--- src/rtl/riscv_pkg.sv ---
// Shared RV32I decode constants, immediate-format enum and the ID/EX payload layout.
package riscv_pkg;

  localparam int XLEN = 32;

  localparam logic [6:0] OP_R      = 7'h33;
  localparam logic [6:0] OP_IMM    = 7'h13;
  localparam logic [6:0] OP_LOAD   = 7'h03;
  localparam logic [6:0] OP_JALR   = 7'h67;
  localparam logic [6:0] OP_STORE  = 7'h23;
  localparam logic [6:0] OP_BRANCH = 7'h63;
  localparam logic [6:0] OP_LUI    = 7'h37;
  localparam logic [6:0] OP_AUIPC  = 7'h17;
  localparam logic [6:0] OP_JAL    = 7'h6F;

  // addi x0,x0,0
  localparam logic [XLEN-1:0] NOP = 32'h0000_0013;

  typedef enum logic [2:0] {
    IMM_NONE,
    IMM_I,
    IMM_S,
    IMM_B,
    IMM_U,
    IMM_J
  } imm_type_e;

  typedef struct packed {
    logic [XLEN-1:0] inst;
    logic [XLEN-1:0] pc;
    logic [XLEN-1:0] rs1data;
    logic [XLEN-1:0] rs2data;
    logic [XLEN-1:0] imm;
    logic            illegal;
  } idex_t;

  localparam idex_t IDEX_RST = '{
    inst:    NOP,
    pc:      '0,
    rs1data: '0,
    rs2data: '0,
    imm:     '0,
    illegal: 1'b0
  };

endpackage

--- src/rtl/id_stage_if.sv ---
// Fetch-side, register-file, load-hazard and execute-side signals of the decode stage.
interface id_stage_if #(
  parameter int RFW = 5,
  parameter int DW  = 32,
  parameter int IW  = 32
);
  logic           if_valid;
  logic           if_ready;
  logic [IW-1:0]  if_inst;
  logic [DW-1:0]  if_pc;
  logic [RFW-1:0] rf_reg1;
  logic [RFW-1:0] rf_reg2;
  logic [DW-1:0]  rf_reg1data;
  logic [DW-1:0]  rf_reg2data;
  logic           ex_ld_valid;
  logic [RFW-1:0] ex_ld_rd;
  logic           flush;
  logic           ex_valid;
  logic           ex_ready;
  logic [IW-1:0]  ex_inst;
  logic [DW-1:0]  ex_pc;
  logic [DW-1:0]  ex_rs1data;
  logic [DW-1:0]  ex_rs2data;
  logic [DW-1:0]  ex_imm;
  logic           ex_illegal;

  // slave: the decode stage itself
  modport slave (
    input  if_valid, if_inst, if_pc, rf_reg1data, rf_reg2data,
           ex_ld_valid, ex_ld_rd, flush, ex_ready,
    output if_ready, rf_reg1, rf_reg2, ex_valid, ex_inst, ex_pc,
           ex_rs1data, ex_rs2data, ex_imm, ex_illegal
  );

  modport master (
    output if_valid, if_inst, if_pc, rf_reg1data, rf_reg2data,
           ex_ld_valid, ex_ld_rd, flush, ex_ready,
    input  if_ready, rf_reg1, rf_reg2, ex_valid, ex_inst, ex_pc,
           ex_rs1data, ex_rs2data, ex_imm, ex_illegal
  );
endinterface

--- src/rtl/id_stage_imm_gen.sv ---
// RV32I immediate generator and source-operand usage decode.
// Latency: purely combinational.
// Backpressure: none; output follows the instruction every cycle.
module imm_gen
  import riscv_pkg::*;
(
  input  logic [XLEN-1:0] inst,
  output logic [XLEN-1:0] imm,
  output imm_type_e       imm_type,
  output logic            uses_rs1,
  output logic            uses_rs2,
  output logic            illegal
);

  logic [6:0] opcode;
  assign opcode = inst[6:0];

  always_comb begin
    imm_type = IMM_NONE;
    illegal  = 1'b0;
    case (opcode)
      OP_R:                       imm_type = IMM_NONE;
      OP_IMM, OP_LOAD, OP_JALR:   imm_type = IMM_I;
      OP_STORE:                   imm_type = IMM_S;
      OP_BRANCH:                  imm_type = IMM_B;
      OP_LUI, OP_AUIPC:           imm_type = IMM_U;
      OP_JAL:                     imm_type = IMM_J;
      default:                    illegal  = 1'b1;
    endcase
  end

  // Unknown opcodes still count as reading rs1 so hazards stay conservative.
  assign uses_rs1 = (imm_type != IMM_U) && (imm_type != IMM_J);
  assign uses_rs2 = (opcode == OP_R) || (imm_type == IMM_S) || (imm_type == IMM_B);

  always_comb begin
    imm = '0;
    case (imm_type)
      IMM_I:   imm = {{20{inst[31]}}, inst[31:20]};
      IMM_S:   imm = {{20{inst[31]}}, inst[31:25], inst[11:7]};
      IMM_B:   imm = {{19{inst[31]}}, inst[31], inst[7], inst[30:25], inst[11:8], 1'b0};
      IMM_U:   imm = {inst[31:12], 12'h000};
      IMM_J:   imm = {{11{inst[31]}}, inst[31], inst[19:12], inst[20], inst[30:21], 1'b0};
      default: imm = '0;
    endcase
  end

endmodule

--- src/rtl/id_stage.sv ---
// Decode stage: RF address drive, immediate generation, load-use stall, ID/EX register.
// Latency: one cycle from accept edge to ex_valid/payload.
// Backpressure: if_ready drops on flush, load-use hazard or a stalled full ID/EX register.
module id_stage
  import riscv_pkg::*;
#(
  parameter int RFW = 5,
  parameter int DW  = 32,
  parameter int IW  = 32
) (
  input  logic       clk,
  input  logic       rst,
  id_stage_if.slave  bus
);

  logic [IW-1:0]  inst;
  logic [RFW-1:0] rs1;
  logic [RFW-1:0] rs2;
  logic [DW-1:0]  imm;
  imm_type_e      imm_type_unused;
  logic           uses_rs1;
  logic           uses_rs2;
  logic           illegal;
  logic           hazard;
  logic           accept;
  logic           q_vld;
  idex_t          q;
  idex_t          d;

  assign inst = bus.if_inst;
  assign rs1  = inst[15 +: RFW];
  assign rs2  = inst[20 +: RFW];

  assign bus.rf_reg1 = rs1;
  assign bus.rf_reg2 = rs2;

  imm_gen u_imm_gen (
    .inst     (inst),
    .imm      (imm),
    .imm_type (imm_type_unused),
    .uses_rs1 (uses_rs1),
    .uses_rs2 (uses_rs2),
    .illegal  (illegal)
  );

  // A load into x0 produces nothing to wait for.
  assign hazard = bus.ex_ld_valid && (bus.ex_ld_rd != '0) &&
                  ((uses_rs1 && (rs1 == bus.ex_ld_rd)) ||
                   (uses_rs2 && (rs2 == bus.ex_ld_rd)));

  assign bus.if_ready = !rst && !bus.flush && !hazard && (!q_vld || bus.ex_ready);
  assign accept       = bus.if_valid && bus.if_ready;

  assign d = '{
    inst:    inst,
    pc:      bus.if_pc,
    rs1data: bus.rf_reg1data,
    rs2data: bus.rf_reg2data,
    imm:     imm,
    illegal: illegal
  };

  always_ff @(posedge clk or posedge rst) begin
    if (rst) begin
      q_vld <= 1'b0;
      q     <= IDEX_RST;
    end else if (bus.flush) begin
      q_vld <= 1'b0;
    end else if (accept) begin
      q_vld <= 1'b1;
      q     <= d;
    end else if (bus.ex_ready) begin
      q_vld <= 1'b0;
    end
  end

  assign bus.ex_valid   = q_vld;
  assign bus.ex_inst    = q.inst;
  assign bus.ex_pc      = q.pc;
  assign bus.ex_rs1data = q.rs1data;
  assign bus.ex_rs2data = q.rs2data;
  assign bus.ex_imm     = q.imm;
  assign bus.ex_illegal = q.illegal;

endmodule

--- src/flat_wrapper.sv ---
// flat-port wrapper written by rule: the top's interface ports become plain ports
module id_stage_flat import riscv_pkg::*;
#(
  parameter int RFW = 5,
  parameter int DW  = 32,
  parameter int IW  = 32
)
  (clk, rst, bus_if_valid, bus_if_inst, bus_if_pc, bus_rf_reg1data, bus_rf_reg2data, bus_ex_ld_valid, bus_ex_ld_rd, bus_flush, bus_ex_ready, bus_if_ready, bus_rf_reg1, bus_rf_reg2, bus_ex_valid, bus_ex_inst, bus_ex_pc, bus_ex_rs1data, bus_ex_rs2data, bus_ex_imm, bus_ex_illegal);
  id_stage_if #(.RFW(RFW), .DW(DW), .IW(IW)) bus_i ();
  input  logic clk;
  input  logic rst;
  input wire logic [$bits(bus_i.if_valid)-1:0] bus_if_valid;
  input wire logic [$bits(bus_i.if_inst)-1:0] bus_if_inst;
  input wire logic [$bits(bus_i.if_pc)-1:0] bus_if_pc;
  input wire logic [$bits(bus_i.rf_reg1data)-1:0] bus_rf_reg1data;
  input wire logic [$bits(bus_i.rf_reg2data)-1:0] bus_rf_reg2data;
  input wire logic [$bits(bus_i.ex_ld_valid)-1:0] bus_ex_ld_valid;
  input wire logic [$bits(bus_i.ex_ld_rd)-1:0] bus_ex_ld_rd;
  input wire logic [$bits(bus_i.flush)-1:0] bus_flush;
  input wire logic [$bits(bus_i.ex_ready)-1:0] bus_ex_ready;
  output wire logic [$bits(bus_i.if_ready)-1:0] bus_if_ready;
  output wire logic [$bits(bus_i.rf_reg1)-1:0] bus_rf_reg1;
  output wire logic [$bits(bus_i.rf_reg2)-1:0] bus_rf_reg2;
  output wire logic [$bits(bus_i.ex_valid)-1:0] bus_ex_valid;
  output wire logic [$bits(bus_i.ex_inst)-1:0] bus_ex_inst;
  output wire logic [$bits(bus_i.ex_pc)-1:0] bus_ex_pc;
  output wire logic [$bits(bus_i.ex_rs1data)-1:0] bus_ex_rs1data;
  output wire logic [$bits(bus_i.ex_rs2data)-1:0] bus_ex_rs2data;
  output wire logic [$bits(bus_i.ex_imm)-1:0] bus_ex_imm;
  output wire logic [$bits(bus_i.ex_illegal)-1:0] bus_ex_illegal;
  assign bus_i.if_valid = bus_if_valid;
  assign bus_i.if_inst = bus_if_inst;
  assign bus_i.if_pc = bus_if_pc;
  assign bus_i.rf_reg1data = bus_rf_reg1data;
  assign bus_i.rf_reg2data = bus_rf_reg2data;
  assign bus_i.ex_ld_valid = bus_ex_ld_valid;
  assign bus_i.ex_ld_rd = bus_ex_ld_rd;
  assign bus_i.flush = bus_flush;
  assign bus_i.ex_ready = bus_ex_ready;
  assign bus_if_ready = bus_i.if_ready;
  assign bus_rf_reg1 = bus_i.rf_reg1;
  assign bus_rf_reg2 = bus_i.rf_reg2;
  assign bus_ex_valid = bus_i.ex_valid;
  assign bus_ex_inst = bus_i.ex_inst;
  assign bus_ex_pc = bus_i.ex_pc;
  assign bus_ex_rs1data = bus_i.ex_rs1data;
  assign bus_ex_rs2data = bus_i.ex_rs2data;
  assign bus_ex_imm = bus_i.ex_imm;
  assign bus_ex_illegal = bus_i.ex_illegal;
  id_stage #(.RFW(RFW), .DW(DW), .IW(IW)) u_core (.clk(clk), .rst(rst), .bus(bus_i));
endmodule
--- config.mk ---
export PLATFORM = sky130hd
export DESIGN_NAME = id_stage_flat
export DESIGN_NICKNAME = d
export VERILOG_FILES = /design/src/rtl/riscv_pkg.sv /design/src/rtl/id_stage_if.sv /design/src/rtl/id_stage_imm_gen.sv /design/src/rtl/id_stage.sv /design/src/flat_wrapper.sv
export SDC_FILE = /design/constraint.sdc
export NUM_CORES = 1
export LEC_CHECK = 0
export CORE_AREA = 2 2 133 135
export DETAILED_ROUTE_END_ITERATION = 12
export DIE_AREA = 0 0 135 137
export PLACE_DENSITY = 0.89
export SYNTH_ARGS = -nofsm -noshare
export SYNTH_HDL_FRONTEND = slang
export SYNTH_SLANG_ARGS = --single-unit
--- constraint.sdc ---
create_clock -name clk -period 7.1 [get_ports clk]
set_input_delay 1.42 -clock clk [delete_from_list [all_inputs] [get_ports clk]]
set_output_delay 1.42 -clock clk [all_outputs]
set_load 0.05 [all_outputs]
==> run summary <==
PD cells - 318 mW/mm2
Tcrit/Tclk final - 77.0%
Count of final hold-check violations - 0
Net count after synthesis - 618
Number of buffers added for setup after CTS - 0
Initial DRC Count - 249
Min-delay src - u_core.bus.ex_rs2data[31]
Worst-case headroom to the max-slew limit - 32.3%
Final min period - 5.46 ns
Syn Inst Count - 479
Reg2Reg Launch Point - u_core.bus.ex_valid
Overflow left after global routing - 0
FMAX - 0.183 GHz
Port Buffers - 311
Total power - 3.44 mW
Signed area change from the synthesized netlist to the final layout - 52.8%
Via count - 4963
Final setup skew - 0.00528 ns
Insertion delay of the later-clocked pin in the worst-skew pair - 0.42 ns
Critical Path Start - bus_if_inst[6]
Critical path class - input pin to output port
Placeable core region - 0.0171 mm2
Number of top-level pins - 312
Leading register cell type out of synthesis - dfrtp_1
Worst-case setup margin in the final layout - 1.64 ns
Kind of capture point of the worst setup path - output port
Final RePlAce weighted congestion - 0.792
Number of placement rows - 48
Worst hold path endpoint - u_core.bus.ex_rs2data[31]
Number of synthesized register bits - 162
Yosys synthesis warning count - 0
Crit Path Max Fanout - 13
Number of nets in the layout - 921
Cell Area, Synth - 0.00709 mm2
Clock buffer depth - 2
Vias in the first global route - 5263
Number of unique standard cell types used by synthesis - 43
Full die area - 0.0185 mm2
Worst Reg2Reg Path Length in Cells - 5
Inserted Diodes - 0
Chip height - 137 um
Unrepaired setup endpoints after global routing - no
Fraction of synthesis flops using an asynchronous set or reset pin - 100%
Top post-synthesis cells by count - 159 x dfrtp_1, 82 x mux2_2, 53 x mux2_4
Average via count per standard cell - 4.87
Global-route usage over all layers - 20.8%
Slew at the pin closest to its max-slew limit - 1.01 ns
Hold crit path type - flip-flop to flip-flop
Peak ir drop on the vdd network - 0.184 mV
Mapped Avg Cell Area - 14.8 um2
Cell taking the most area after synthesis - dfrtp_1
Half-perimeter wire length after detailed placement - 14200 um
Worst R2R Setup Slack - 4.31 ns
Portion of the post-synthesis area used by sequential elements - 57.3%
Setup violations, final - 0
DR DRC count - 0
Leakage power total - 4.46 nW
Num CTS Buffers - 17
Most common cell in the netlist - dfrtp_1
First-pass GRT wire length - 29300 um
Number of max-slew violations in the final report - 0
Sequential standard cell area - 0.00406 mm2
Number of cells on the worst hold path - 1
Layout fillers - 1309
Remaining antenna violation count - 0
Clock tree from TritonCTS - built
Initial antenna violation count - 0
Number of violations of the max-capacitance limit - 0
Required time worst endpoint - 5.68 ns
DP Worst Slack - 1.63 ns
Outcome - finished clean
Count of flip-flops with a built-in enable after synthesis - 0
Total Neg Setup Slack - 0 ns
Drt first pass iters - 4
Top cells by area, synth - dfrtp_1 56%, mux2_2 13%, mux2_4 11%
Fraction of final layout cells sized beyond drive strength 1 - 22.8%
Clock slew at the register clock pins of the worst setup and hold paths - 0.07 ns
Critical Path Source Type - input pin
Routed Wire Length - 19300 um
Largest net degree at the start of global routing - 97
CTS hold repair buffers - 0
Average wire per cell in the routed design - 18.9 um
Multi-input combinational cell area - 0.00260 mm2
Master cell of the clock root buffer - clkbuf_16
Data arrival time at the worst-slack endpoint - 4.04 ns
Maximum level of the CTS H-tree - 4
Width of the die - 135 um
Destination of the worst register-to-register timing path - u_core.bus.ex_inst[31]
Gates resized, CTS repair - 0
Fraction of post-synthesis cell area in the top cell type by area - 56.1%
TritonCTS Sinks - 162
Initial Util - 41.5%
worst max path at each step:
| stage | end | cells after the start |
|---|---|---|
| finish | bus_if_ready | 6 |
| global route | bus_if_ready | 6 |
| CTS | bus_if_ready | 6 |
| detailed placement | bus_if_ready | 6 |
| global placement | bus_if_ready | 6 |
| floorplan | u_core.bus.ex_illegal | 1 |
critical path, stage by stage:
cell,delay [ns]
clkdlybuf4s50_1,0.63
or3b_1,0.51
a21oi_4,0.31
or4_1,0.20
o211a_1,0.15
clkdlybuf4s50_1,0.81
metal layers:
layer	share of wire (%)	vias up	global-route usage (%)	routed length (um)
met2	49	203	35.3	9520
li1	-	2278	-	-
met5	0	-	0	0
met4	1.6	0	6.19	312
met3	8.1	22	7.22	1560
met1	41	2460	25.0	7900
where the power goes:
part / total (mW) / switching [mW] / internal [mW]
Combinational: 1.33 / 0.813 / 0.520
Sequential: 1.18 / 0.0888 / 1.09
Clock: 0.927 / 0.394 / 0.533
Total: 3.44 / 1.30 / 2.14
cells by family after synthesis:
kind of cell	Yosys count	synth area share (%)
AOI/OAI and AO/OA	38	3.58
buffers and inverters	61	6.18
and+or+nand+nor	47	3.81
muxes	161	27.9
xor gates and xnor gates	10	1.24
DFF	162	57.3
sequential cells by signal, summed over array words and instances (netlist names):
| name | flops |
|---|---|
| u_core.bus.ex_rs2data | 32 |
| u_core.bus.ex_illegal | 1 |
| u_core.bus.ex_rs1data | 32 |
| u_core.bus.ex_valid | 1 |
| u_core.bus.ex_inst | 32 |
| u_core.bus.ex_imm | 32 |
| u_core.bus.ex_pc | 32 |
stage by stage:
stage          std cells  hold slack [ns]  util (%)  area, um2
3_3_place_gp         988            0.489      60.0      10200
2_1_floorplan        479            0.727         -       7090
3_5_place_dp         988            0.492      60.0      10200
4_1_cts             1020            0.509      63.5      10800
6_report            1020            0.506      63.5      10800
5_1_grt             1020            0.515      63.5      10800
cells in the final DEF (no fill, tap or decap), types with 2 or more instances in the layout:
cell / netlist / final
nand2_1: 12 / 12
dfrtp_1: 159 / 159
o21ai_0: 2 / 2
nor2b_1: 4 / 4
xnor2_1: 7 / 7
clkdlybuf4s50_1: 0 / 311
mux2_2: 82 / 82
nand4b_1: 3 / 3
clkinvlp_4: 0 / 5
a21o_1: 2 / 2
buf_4: 19 / 4
clkbuf_16: 0 / 17
nand3_1: 4 / 4
dfstp_2: 3 / 3
mux2_4: 53 / 53
nor2_1: 6 / 6
clkinv_4: 0 / 2
inv_1: 28 / 27
a21oi_1: 21 / 21
or4_1: 3 / 3
mux2i_1: 26 / 26
xor2_1: 3 / 3
bufinv_16: 0 / 2
inv_6: 0 / 5
buf_12: 7 / 2
a22o_1: 4 / 4
nor3_1: 5 / 5
final cells by class:
cell class              instances  share of cell area (%)
multi-input cells             256                    24.0
inverters                      28                    1.02
flip-flops and latches        162                    37.5
well taps                     225                    2.60
clock inverters                13                    1.39
clock buffers                  19                    4.09
repair buffers                317                    29.4
Note: power is estimated with default switching activity, not from simulation.
